<file path="config.mk">
export PLATFORM = sky130hd
export DESIGN_NAME = dma_ctrl
export DESIGN_NICKNAME = d
export VERILOG_FILES = /design/src/rtl/dma_ctrl.sv
export SDC_FILE = /design/constraint.sdc
export NUM_CORES = 1
export LEC_CHECK = 0
export BUFFER_PORTS_ARGS = -buffer_cell sky130_fd_sc_hd__buf_2
export CELL_PAD_IN_SITES_DETAIL_PLACEMENT = 1
export CELL_PAD_IN_SITES_GLOBAL_PLACEMENT = 2
export CORE_ASPECT_RATIO = 0.75
export CORE_MARGIN = 3
export CORE_UTILIZATION = 42
export DETAILED_ROUTE_END_ITERATION = 6
export GPL_ROUTABILITY_DRIVEN = 0
export PLACE_DENSITY = 0.91
export SLEW_MARGIN = 25
export SYNTH_ARGS = -nofsm -noshare
export SYNTH_HDL_FRONTEND = slang
export SYNTH_SLANG_ARGS = --single-unit
</file>
<file path="constraint.sdc">
create_clock -name clk_i -period 4.7 [get_ports clk_i]
set_input_delay 0.47 -clock clk_i [delete_from_list [all_inputs] [get_ports clk_i]]
set_output_delay 0.47 -clock clk_i [all_outputs]
set_load 0.02 [all_outputs]
</file>
<file path="src/rtl/dma_ctrl.sv">
// Memory-to-memory DMA controller (copy / fill) for the shared RAM bus, CPU-programmed via an IO bank.
// Optional feature macro: DMA_FILL_EN enables fill mode and the FILL register.
module dma_ctrl #(
  parameter int LEN_W = 16
) (
  input  logic        clk_i,
  input  logic        rst_i,
  input  logic        cs_i,
  input  logic        R_W_n,
  input  logic [3:0]  addr_i,
  input  logic [7:0]  data_i,
  output logic [7:0]  data_o,
  output logic        rdy_o,
  output logic        bus_req_o,
  output logic [15:0] dma_addr_o,
  output logic [7:0]  dma_data_o,
  output logic        dma_we_o,
  input  logic [7:0]  dma_data_i,
  output logic        irq_o
);

  typedef enum logic [1:0] {IDLE, RD, CAP, WR} state_t;

  state_t state_q, state_d;

  logic [15:0]      src_reg, dst_reg, len_reg;
  logic             irq_en, done, busy;
  logic             fill_mode;
  logic [7:0]       fill_val;
  logic [15:0]      src_ptr, dst_ptr;
  logic [LEN_W-1:0] count;
  logic [7:0]       buffer;

  logic reg_wr, status_rd, start, start_fill, len_zero, last_wr;

  assign reg_wr     = cs_i & ~R_W_n & ~busy;
  assign status_rd  = cs_i & R_W_n & (addr_i == 4'd7);
  assign start      = reg_wr & (addr_i == 4'd6) & data_i[0];
  assign len_zero   = (len_reg[LEN_W-1:0] == '0);
  assign last_wr    = (state_q == WR) && (count == LEN_W'(1));

`ifdef DMA_FILL_EN
  logic [7:0] fill_reg;

  // Fill byte and mode bit only exist when fill support is built in
  always_ff @(posedge clk_i or posedge rst_i) begin
    if (rst_i) begin
      fill_reg  <= 8'h00;
      fill_mode <= 1'b0;
    end else if (reg_wr) begin
      if (addr_i == 4'd8) fill_reg <= data_i;
      if (addr_i == 4'd6) fill_mode <= data_i[1];
    end
  end

  assign fill_val   = fill_reg;
  assign start_fill = data_i[1];
`else
  assign fill_mode  = 1'b0;
  assign fill_val   = 8'h00;
  assign start_fill = 1'b0;
`endif

  always_ff @(posedge clk_i or posedge rst_i) begin
    if (rst_i) begin
      src_reg <= 16'h0000;
      dst_reg <= 16'h0000;
      len_reg <= 16'h0000;
      irq_en  <= 1'b0;
    end else if (reg_wr) begin
      case (addr_i)
        4'd0: src_reg[7:0]  <= data_i;
        4'd1: src_reg[15:8] <= data_i;
        4'd2: dst_reg[7:0]  <= data_i;
        4'd3: dst_reg[15:8] <= data_i;
        4'd4: len_reg[7:0]  <= data_i;
        4'd5: len_reg[15:8] <= data_i;
        4'd6: irq_en        <= data_i[2];
        default: ;
      endcase
    end
  end

  always_comb begin
    state_d = state_q;
    case (state_q)
      IDLE: if (start && !len_zero) state_d = start_fill ? WR : RD;
      RD:   state_d = CAP;
      CAP:  state_d = WR;
      WR: begin
        if (count == LEN_W'(1)) state_d = IDLE;
        else                    state_d = fill_mode ? WR : RD;
      end
      default: state_d = IDLE;
    endcase
  end

  // busy is registered so rdy_o/bus_req_o come straight from a flop
  always_ff @(posedge clk_i or posedge rst_i) begin
    if (rst_i) begin
      state_q <= IDLE;
      busy    <= 1'b0;
    end else begin
      state_q <= state_d;
      busy    <= (state_d != IDLE);
    end
  end

  always_ff @(posedge clk_i or posedge rst_i) begin
    if (rst_i) begin
      src_ptr <= 16'h0000;
      dst_ptr <= 16'h0000;
      count   <= '0;
      buffer  <= 8'h00;
    end else begin
      if (state_q == IDLE && start) begin
        src_ptr <= src_reg;
        dst_ptr <= dst_reg;
        count   <= len_reg[LEN_W-1:0];
      end
      if (state_q == CAP) begin
        buffer  <= dma_data_i;
        src_ptr <= src_ptr + 16'h0001;
      end
      if (state_q == WR) begin
        dst_ptr <= dst_ptr + 16'h0001;
        count   <= count - LEN_W'(1);
      end
    end
  end

  // Completion set has priority over the read-to-clear of STATUS
  always_ff @(posedge clk_i or posedge rst_i) begin
    if (rst_i)                                             done <= 1'b0;
    else if (last_wr || (state_q == IDLE && start && len_zero)) done <= 1'b1;
    else if (status_rd)                                    done <= 1'b0;
  end

  always_comb begin
    dma_addr_o = 16'h0000;
    dma_data_o = 8'h00;
    dma_we_o   = 1'b0;
    case (state_q)
      RD, CAP: dma_addr_o = src_ptr;
      WR: begin
        dma_addr_o = dst_ptr;
        dma_we_o   = 1'b1;
        dma_data_o = fill_mode ? fill_val : buffer;
      end
      default: ;
    endcase
  end

  always_comb begin
    data_o = 8'h00;
    case (addr_i)
      4'd0: data_o = src_reg[7:0];
      4'd1: data_o = src_reg[15:8];
      4'd2: data_o = dst_reg[7:0];
      4'd3: data_o = dst_reg[15:8];
      4'd4: data_o = len_reg[7:0];
      4'd5: data_o = len_reg[15:8];
      4'd6: data_o = {5'b00000, irq_en, fill_mode, 1'b0};
      4'd7: data_o = {6'b000000, done, busy};
      4'd8: data_o = fill_val;
      default: data_o = 8'h00;
    endcase
  end

  assign rdy_o     = ~busy;
  assign bus_req_o = busy;
  assign irq_o     = done & irq_en;

endmodule

</file>
# After elaboration in Yosys (flattened, before gate mapping)
# Cells that the tools add are included.
[totals]
register_bits = 109
in_bits = 24
output_inout_bits = 36
word_cells = 73
[classes]
reduce_logical = 21
mux = 15
n_bitwise = 9
add_sub_neg = 3
eq_ne = 11
[ops]
columns = ["cell", "count"]
rows = [
  ["16-bit two-way mux", 6],
  ["8-bit case mux with 8 select lines", 1],
  ["16-bit by 1-bit adder with 16-bit output (second input constant)", 2],
  ["16-bit case mux with 2 select lines", 1],
  ["16-bit by 1-bit equality test with 1-bit output (second input constant)", 1],
  ["4-bit by 3-bit equality test with 1-bit output (second input constant)", 4],
  ["16-bit zero test", 1],
  ["16-bit by 1-bit subtractor with 16-bit output (second input constant)", 1],
  ["2-bit AND reduction", 7],
  ["4-bit by 2-bit equality test with 1-bit output (second input constant)", 2],
  ["8-bit two-way mux", 1],
  ["2-bit case mux with 4 select lines", 1],
  ["2-bit nonzero test", 4],
  ["1-bit AND", 7],
  ["2-bit equality test (second input constant)", 2],
  ["4-bit by 1-bit equality test with 1-bit output (second input constant)", 1],
  ["1-bit logical AND", 4],
  ["4-bit zero test", 1],
  ["1-bit two-way mux", 4],
  ["2-bit by 1-bit equality test with 1-bit output (second input constant)", 1],
  ["2-bit zero test", 1],
  ["2-bit two-way mux", 1],
  ["1-bit inverter", 2],
  ["2-bit OR reduction", 1],
  ["2 further kinds", 2],
]

# Depth between registers and ports, before layout
# Gate-level depths: netlist (run 1).
[logic_depth]
ltp_word = 9
ltp_mapped = 7
mapped_depth_nobuf = 6

# Least setup slack after synthesis (run 1)
# Ideal clock, no wire load.
[synth_timing]
path_kind = "input to output"
start = "input addr_i[0]"
end = "output data_o[1]"
arrival_ps = 1904
path_stages = 7
required_ps = 4230
n_path_buf = 3
slack_ps = 2326
cell_sequence = "clkbuf_1 -> buf_2 -> buf_2 -> nand3b_1 -> a21oi_1 -> a31oi_1 -> o21ai_0"
[synth_via]
elab_chain_len = 2
elab_cells_between_ends = 9
cone_classes = "eq/ne (7); mux (1); reduce/logical (1)"
[synth_lines]
columns = ["element", "line_no", "text"]
rows = [
  ["from (decl)", "10", "input logic [3:0] addr_i,"],
  ["4-bit by 3-bit equality test with 1-bit output, or another cell as far along", "156", "case (addr_i)"],
  ["8-bit case mux with 8 select lines (*)", "156", ""],
  ["to (decl)", "12", "output logic [7:0] data_o,"],
]
# Every way passes the cells marked *; elsewhere a longest branch is shown, timed or not.

# Worst setup path after layout (run 1)
[layout_timing]
start = "input addr_i[0]"
end = "output data_o[6]"
# The elaborated chain is that of the path after synthesis.

==> key figures, run 1 <==
Layout
  • Layout cells sized above 1: ~25%
  • Sequential cell area: between 2000 and 3000 µm²
  • Multi-input logic area: roughly 3400 µm²
  • Antenna cell count: 0
  • Layout area overhead: 12.8%
  • Layout Nets: roughly 670
  • Fill count: 1646

Critical path
  • FF-to-FF setup slack: between 2 and 2.5 ns
  • CP endpoint kind: output pin
  • Startpoint types: primary input
  • CP max FO: 26
  • WP data required: about 4.2 ns
  • Cells along the critical path: buf_2 -> nand2b_1 -> nor2_1 -> a21oi_1 -> o21ai_0 -> buf_2
  • CP Class: in -> out
  • Worst reg-to-reg path cell count: 4
  • Setup crit start: addr_i[0]
  • Worst Path Arrival: 1.98 ns
  • Worst path most repeated cell: buf_2
  • Slowest CP cell: nor2_1
  • Slowest stage delay, CP: around 0.44 ns
  • Reg2reg start: bus_req_o$_DFF_PP0_
  • Reg2reg end: dst_reg[5]$_DFFE_PP0P_

Logic synthesis
  • Most used DFF post-synth: dfrtp_1
  • Mean Syn Cell Area: between 10 and 15 µm²
  • Synth Area in Compound Gates: 9.83%
  • Post-Syn Area: 6300 µm²
  • Post-synthesis sequential area ratio: a little over two fifths
  • Gate Count Post-Synth: 593
  • Yosys top cell area share: 43.3%
  • Post-synthesis async set-or-reset flop share: 100%
  • Largest family of logic cells by synthesized area: multiplexers
  • Yosys cell types: between 60 and 70
  • Post-Synth XOR/XNOR Area: 3.89%
  • Post-synthesis mux area share: 22.6%
  • Syn Nets: between 600 and 700
  • Simple-Gate Fraction of Synth Area: approximately 16%
  • Leading area contributor after synthesis: dfrtp_1
  • Synth Warn #: 0
  • Synth Area in Adders: ~1.6%
  • Yosys reg bits: between 100 and 150
  • Largest cells by area after synthesis: dfrtp_1 43%, mux2_2 11%, mux2i_1 11%
  • Post-synth EDFFs: 0

Placement
  • Port buffer count: 59
  • Post-DP HPWL: around 14000 µm
  • Pre-CTS WS: 2.27 ns

Clock network
  • Post-CTS setup buffers: 0
  • Maximum clock insertion buffer count: 2
  • Clk_lat worst skew: between 0.3 and 0.4 ns
  • Post-cts sizing count: 0
  • CTS Hold Buffers Added: 0
  • CTS H-tree lvls: 3
  • CTS tree: yes
  • Reg clk slew, reported paths: about 0.07 ns
  • Clock buffer count from CTS: 9
  • CTS root buf: clkbuf_16
  • CTS sink cnt: around 110

Routing
  • DRT Pass-1 Iters: 5
  • Final ANT Viol Nets: 0
  • Via count: roughly 5300
  • Via density per instance: around 6.2
  • Routed WL: 19800 µm
  • Drt drc: 0
  • Iteration-0 DRC Markers: 473
  • WL/cell: approximately 24 µm

Die
  • Die area: between 15000 and 20000 µm²
  • Die width: approximately 150 µm
  • Core Area: 14500 µm²
  • Ports: 60
  • Row count: 38
  • Die H: 112 µm
  • Initial core utilization: between 40% and 50%

Power
  • Peak VDD IR: around 230 µV
  • Sw Ratio: a little over two fifths
  • Clock power frac: 20.1%
  • Logic pwr share: just over 40%
  • Flop pwr share: 39.0%
  • Power Dens Cells: between 600 and 700 nW/µm²
  • Power Internal: 2.46 mW
  • Leak Pwr: between 3 and 4 nW
  • P_sw: between 1.5 and 2 mW

Global routing
  • Overall routing resource usage: 24.1%
  • Grt total ovfl: 0
  • Antenna violations before repair: 1
  • First-pass GRT wire length: a little over 30000 µm
  • Pin count of the biggest net entering global routing: between 70 and 80
  • Number of global-route vias before repair: 5359

STA
  • F_max: between 0.4 and 0.5 GHz
  • Tmin final: about 2.5 ns
  • Min Hold Slack: 0.230 ns
  • Setup Skew: about 0.0076 ns
  • Final setup fails: 0
  • Tightest Pin Transition: between 1 and 1.5 ns
  • Max-Slew Margin vs Limit: 32.0%
  • Post-layout worst setup margin: 2.25 ns
  • Fin. Hold Viols: 0
  • RSZ-0062 raised after global routing: false
  • Period Utilization, post-route: between 50% and 60%
  • Max Slew Vio Count: 0
  • Setup tns final: 0 ns

Flow run
  • Max-cap violations: 0

Status
  • Status: finished clean

Min path
  • Worst Hold Class: in -> async
-- power by group through the flow --
stage | clock network (mW) | registers [mW] | logic (mW)
floorplan | 0 | 1.47 | 1.35
global placement | 0 | 1.66 | 1.70
detailed placement | 0 | 1.69 | 1.78
CTS | 0.881 | 1.68 | 1.79
global route | 0.921 | 1.73 | 1.95
finish | 0.873 | 1.70 | 1.78
-- cell families after synthesis --
family          after synthesis
simple gates                181
mux                         132
flops                       109
compound gates               87
buf+inv                      48
xor+xnor                     28
fa+ha+maj                     8
-- layout by cell type (no fill, tap or decap), types with 9 or more instances in the layout --
cell type,instances
nand4_1,10
clkbuf_16,9
a31oi_1,10
nand2_1,34
nand3_1,14
a22oi_1,25
xor2_1,11
nor4_1,19
nor2_1,31
inv_1,14
mux2_2,63
o21ai_0,15
mux2i_1,67
nor3_1,19
buf_2,59
dfrtp_1,109
xnor2_1,17
and2_1,12
-- how the worst max path moves through the flow --
stage,endpoint,slack [ns]
final,data_o[6],2.25
after global routing,dma_addr_o[12],2.10
after CTS,dma_addr_o[15],2.26
after detailed placement,src_ptr[15]$_DFFE_PP0P_,2.27
after global placement,data_o[6],2.38
after floorplan,buffer[0]$_DFFE_PP0P_,1.36
-- layout make-up --
cell class | instances | area share [%]
Inverter | 16 | 0.916
Multi-Input combinational cell | 436 | 47.7
Clock inverter | 5 | 1.25
Tap cell | 200 | 3.52
Clock buffer | 11 | 3.56
Timing Repair Buffer | 64 | 4.68
Sequential cell | 109 | 38.4
-- cell usage after synthesis, drive strengths merged (7+ instances only) --
| cell | instances |
|---|---|
| inv | 16 |
| mux2 | 63 |
| xor2 | 11 |
| mux2i | 67 |
| nor3 | 19 |
| buf | 12 |
| nor2 | 32 |
| nand3 | 15 |
| dfrtp | 109 |
| nand4 | 11 |
| ha | 8 |
| nand2 | 34 |
| clkbuf | 20 |
| o21ai | 15 |
| xnor2 | 17 |
| a21oi | 7 |
| a31oi | 10 |
| nor4 | 20 |
| a22oi | 25 |
| and2 | 12 |
-- worst max-delay path, delay by kind of cell --
family | cells | cell delay (ns)
buf+inv | 2 | 0.64
simple gates | 2 | 0.58
compound gates | 2 | 0.29
-- per-layer routing --
layer / GRT usage [%] / vias to the layer above / share of wire [%]
met5: 0 / - / 0
met2: 37.4 / 169 / 46
met3: 4.56 / 24 / 5.1
met4: 3.85 / 0 / 0.89
li1: - / 2292 / -
met1: 36.1 / 2769 / 48
-- stage by stage --
step / cells / cell area [µm²] / util [%] / total power, mW
3_3_place_gp: 825 / 6760 / 46.5 / 3.36
3_5_place_dp: 825 / 6760 / 46.5 / 3.47
2_1_floorplan: 593 / 6300 / - / 2.82
5_1_grt: 841 / 7110 / 48.8 / 4.60
4_1_cts: 841 / 7100 / 48.8 / 4.34
6_report: 841 / 7110 / 48.8 / 4.35
No activity file was read; power rests on OpenSTA's default activity.
==> run 2, diff against run 1 <==
--- a/config.mk
+++ b/config.mk
@@ -10,10 +10,10 @@
 export CELL_PAD_IN_SITES_GLOBAL_PLACEMENT = 2
 export CORE_ASPECT_RATIO = 0.75
 export CORE_MARGIN = 3
-export CORE_UTILIZATION = 42
+export CORE_UTILIZATION = 35
 export DETAILED_ROUTE_END_ITERATION = 6
 export GPL_ROUTABILITY_DRIVEN = 0
-export PLACE_DENSITY = 0.91
+export PLACE_DENSITY = 0.82
 export SLEW_MARGIN = 25
 export SYNTH_ARGS = -nofsm -noshare
 export SYNTH_HDL_FRONTEND = slang
==> constraint.sdc (replaced) <==
create_clock -name clk_i -period 2.1 [get_ports clk_i]
set_input_delay 0.21 -clock clk_i [delete_from_list [all_inputs] [get_ports clk_i]]
set_output_delay 0.21 -clock clk_i [all_outputs]
set_load 0.02 [all_outputs]
==> key figures, run 2 (synthesis gave the netlist of run 1 again) <==
Layout
  • Layout Cells excl Fill: between 900 and 1000
  • Layout area overhead: 17.8%
  • Commonest non-fill, non-tap cell in the layout: dfrtp_1
  • Layout cells sized above 1: between 20 and 30%
  • Most frequent cells in the layout: 109 x dfrtp_1, 67 x mux2i_1, 63 x mux2_2
  • Antenna cell count: 0
  • Final Instance Area: between 7000 and 8000 µm²
  • Layout Nets: between 600 and 700

Die
  • Ports: 60
  • Row count: 41
  • Die area: between 15000 and 20000 µm²
  • Initial core utilization: between 30% and 40%
  • Core Area: between 15000 and 20000 µm²
  • Die width: 161 µm
  • Die H: ~120 µm

Placement
  • Port buffer count: between 50 and 60
  • Placed Cells: between 800 and 900
  • Post-DP HPWL: around 15000 µm
  • Placed Area: about 7100 µm²

Critical path
  • CP top delay family: buffers and inverters
  • CP bufs+invs: 3
  • Slowest stage delay, CP: about 0.44 ns
  • Cells along the critical path: inv_1 -> ha_4 -> buf_6 -> a22oi_1 -> nor2_1 -> buf_2
  • Setup crit start: state_q[1]$_DFF_PP0_
  • CP endpoint kind: output pin
  • Reg2reg start: bus_req_o$_DFF_PP0_
  • Reg2reg end: dst_ptr[7]$_DFFE_PP0P_
  • Worst reg-to-reg path cell count: 5
  • CP max FO: 15
  • WP data required: between 1.5 and 2 ns
  • Slowest CP cell: dfrtp_1
  • CP Class: reg -> out
  • Worst Path Arrival: 1.83 ns
  • Startpoint types: flip-flop
  • FF-to-FF setup slack: 0.09 ns
  • Crit path to: dma_addr_o[14]
  • Stages on worst setup path: 6

Routing
  • Routed WL: 20300 µm
  • WL/cell: roughly 22 µm
  • DRT Pass-1 Iters: 4
  • Via density per instance: 5.74
  • Final ANT Viol Nets: 0
  • Via count: approximately 5200
  • Drt drc: 0
  • Iteration-0 DRC Markers: 288

Power
  • Peak VDD IR: approximately 430 µV
  • Sw Ratio: a little over two fifths
  • Power Internal: 5.53 mW
  • Power Dens Cells: ~1300 nW/µm²
  • Leak Pwr: roughly 3.5 nW
  • Flop pwr share: between 30% and 40%
  • P_sw: 4.33 mW
  • Clock power frac: between 15 and 20%
  • Logic pwr share: between 40% and 50%

Global routing
  • Grt total ovfl: 0
  • Number of global-route vias before repair: about 5300
  • Overall routing resource usage: a little over a fifth
  • Antenna violations before repair: 0
  • First-pass GRT wire length: 31900 µm
  • Pin count of the biggest net entering global routing: 36

Min path
  • Worst Hold Class: in -> async

Clock network
  • CTS sink cnt: around 110
  • Clk_lat worst skew: 0.37 ns
  • CTS H-tree lvls: 3
  • CTS tree: yes
  • Maximum clock insertion buffer count: 2
  • Reg clk slew, reported paths: ~0.07 ns
  • CTS root buf: clkbuf_16
  • Clock buffer count from CTS: 9

STA
  • Fin. Hold Viols: 0
  • F_max: 0.490 GHz
  • Setup Skew: approximately 0.010 ns
  • Max Slew Vio Count: 0
  • Final setup fails: 0
  • Period Utilization, post-route: a little over nine tenths
  • Max-Slew Margin vs Limit: between 40% and 50%
  • Tmin final: just over 2 ns
  • Tightest Pin Transition: about 0.83 ns

Status
  • Status: finished clean

Flow run
  • Max-cap violations: 0
## run 2: changes by cell type in the layout (fill, tap and decap cells not counted), sizes merged
cell      delta
buf         +31
inv          +1
bufinv       -2
clkinvlp     +1
## run 2: metal layers
layer | up-vias | track usage (%) | part of all wire, %
li1 | 2349 | - | -
met5 | - | 0 | 0
met4 | 0 | 4.94 | 1.3
met1 | 2701 | 31.0 | 49
met3 | 24 | 3.94 | 5.5
met2 | 141 | 32.5 | 44
## run 2: how the worst min path moves through the flow
stage | start | end | slack, ns | cells past startpoint
2_1_floorplan | data_i[0] | src_reg[0]$_DFFE_PP0P_ | 0.36 | 1
3_3_place_gp | rst_i | len_reg[3]$_DFFE_PP0P_ | 0.39 | 2
3_5_place_dp | rst_i | len_reg[2]$_DFFE_PP0P_ | 0.41 | 2
4_1_cts | rst_i | len_reg[2]$_DFFE_PP0P_ | 0.02 | 2
5_1_grt | rst_i | len_reg[7]$_DFFE_PP0P_ | 0.05 | 2
6_report | rst_i | len_reg[2]$_DFFE_PP0P_ | 0.003 | 2
## run 2: power groups by stage
stage / sequential (mW) / clock (mW) / combinational (mW)
6_report: 3.70 / 1.72 / 4.44
5_1_grt: 3.79 / 1.84 / 4.88
4_1_cts: 3.67 / 1.75 / 4.35
3_5_place_dp: 3.70 / 0 / 4.30
3_3_place_gp: 3.65 / 0 / 4.14
2_1_floorplan: 3.30 / 0 / 3.02
## run 2: worst register-to-register path, stage by stage, from the launching register on
cell     delay, ns
dfrtp_1       0.41
or3b_1        0.56
nor3_1        0.33
buf_4         0.27
mux2i_1       0.24
mux2i_1       0.09
## run 2: area by class of cell
type	instances	area, µm²
clock inverter	5	42.5
tap	236	295
clock buffer	11	243
multi-input combinational	436	3430
inverter	16	63.8
timing repair buffer	95	623
fill	1977	9810
sequential	109	2730
## run 2: stage by stage
stage	util [%]	hold WS, ns	setup slack [ns]	power, mW	setup TNS [ns]
after floorplan	-	0.361	0.180	6.32	0
after global placement	40.9	0.389	0.104	7.79	0
after detailed placement	40.9	0.412	0.00205	8.01	0
after CTS	42.7	0.0199	0.00479	9.77	0
after global routing	43.1	0.0531	-0.00916	10.5	-0.00916
final	43.1	0.00341	0.0605	9.85	0
## run 2: repair_timing
| action | CTS | global route |
|---|---|---|
| buffers inserted | 0 | 5 |
| gates resized for setup | 3 | 4 |
| setup endpoints to repair | 28 | 24 |
| cloned | 0 | 0 |
| pin swaps | 1 | 2 |
| hold buffers | 0 | 0 |
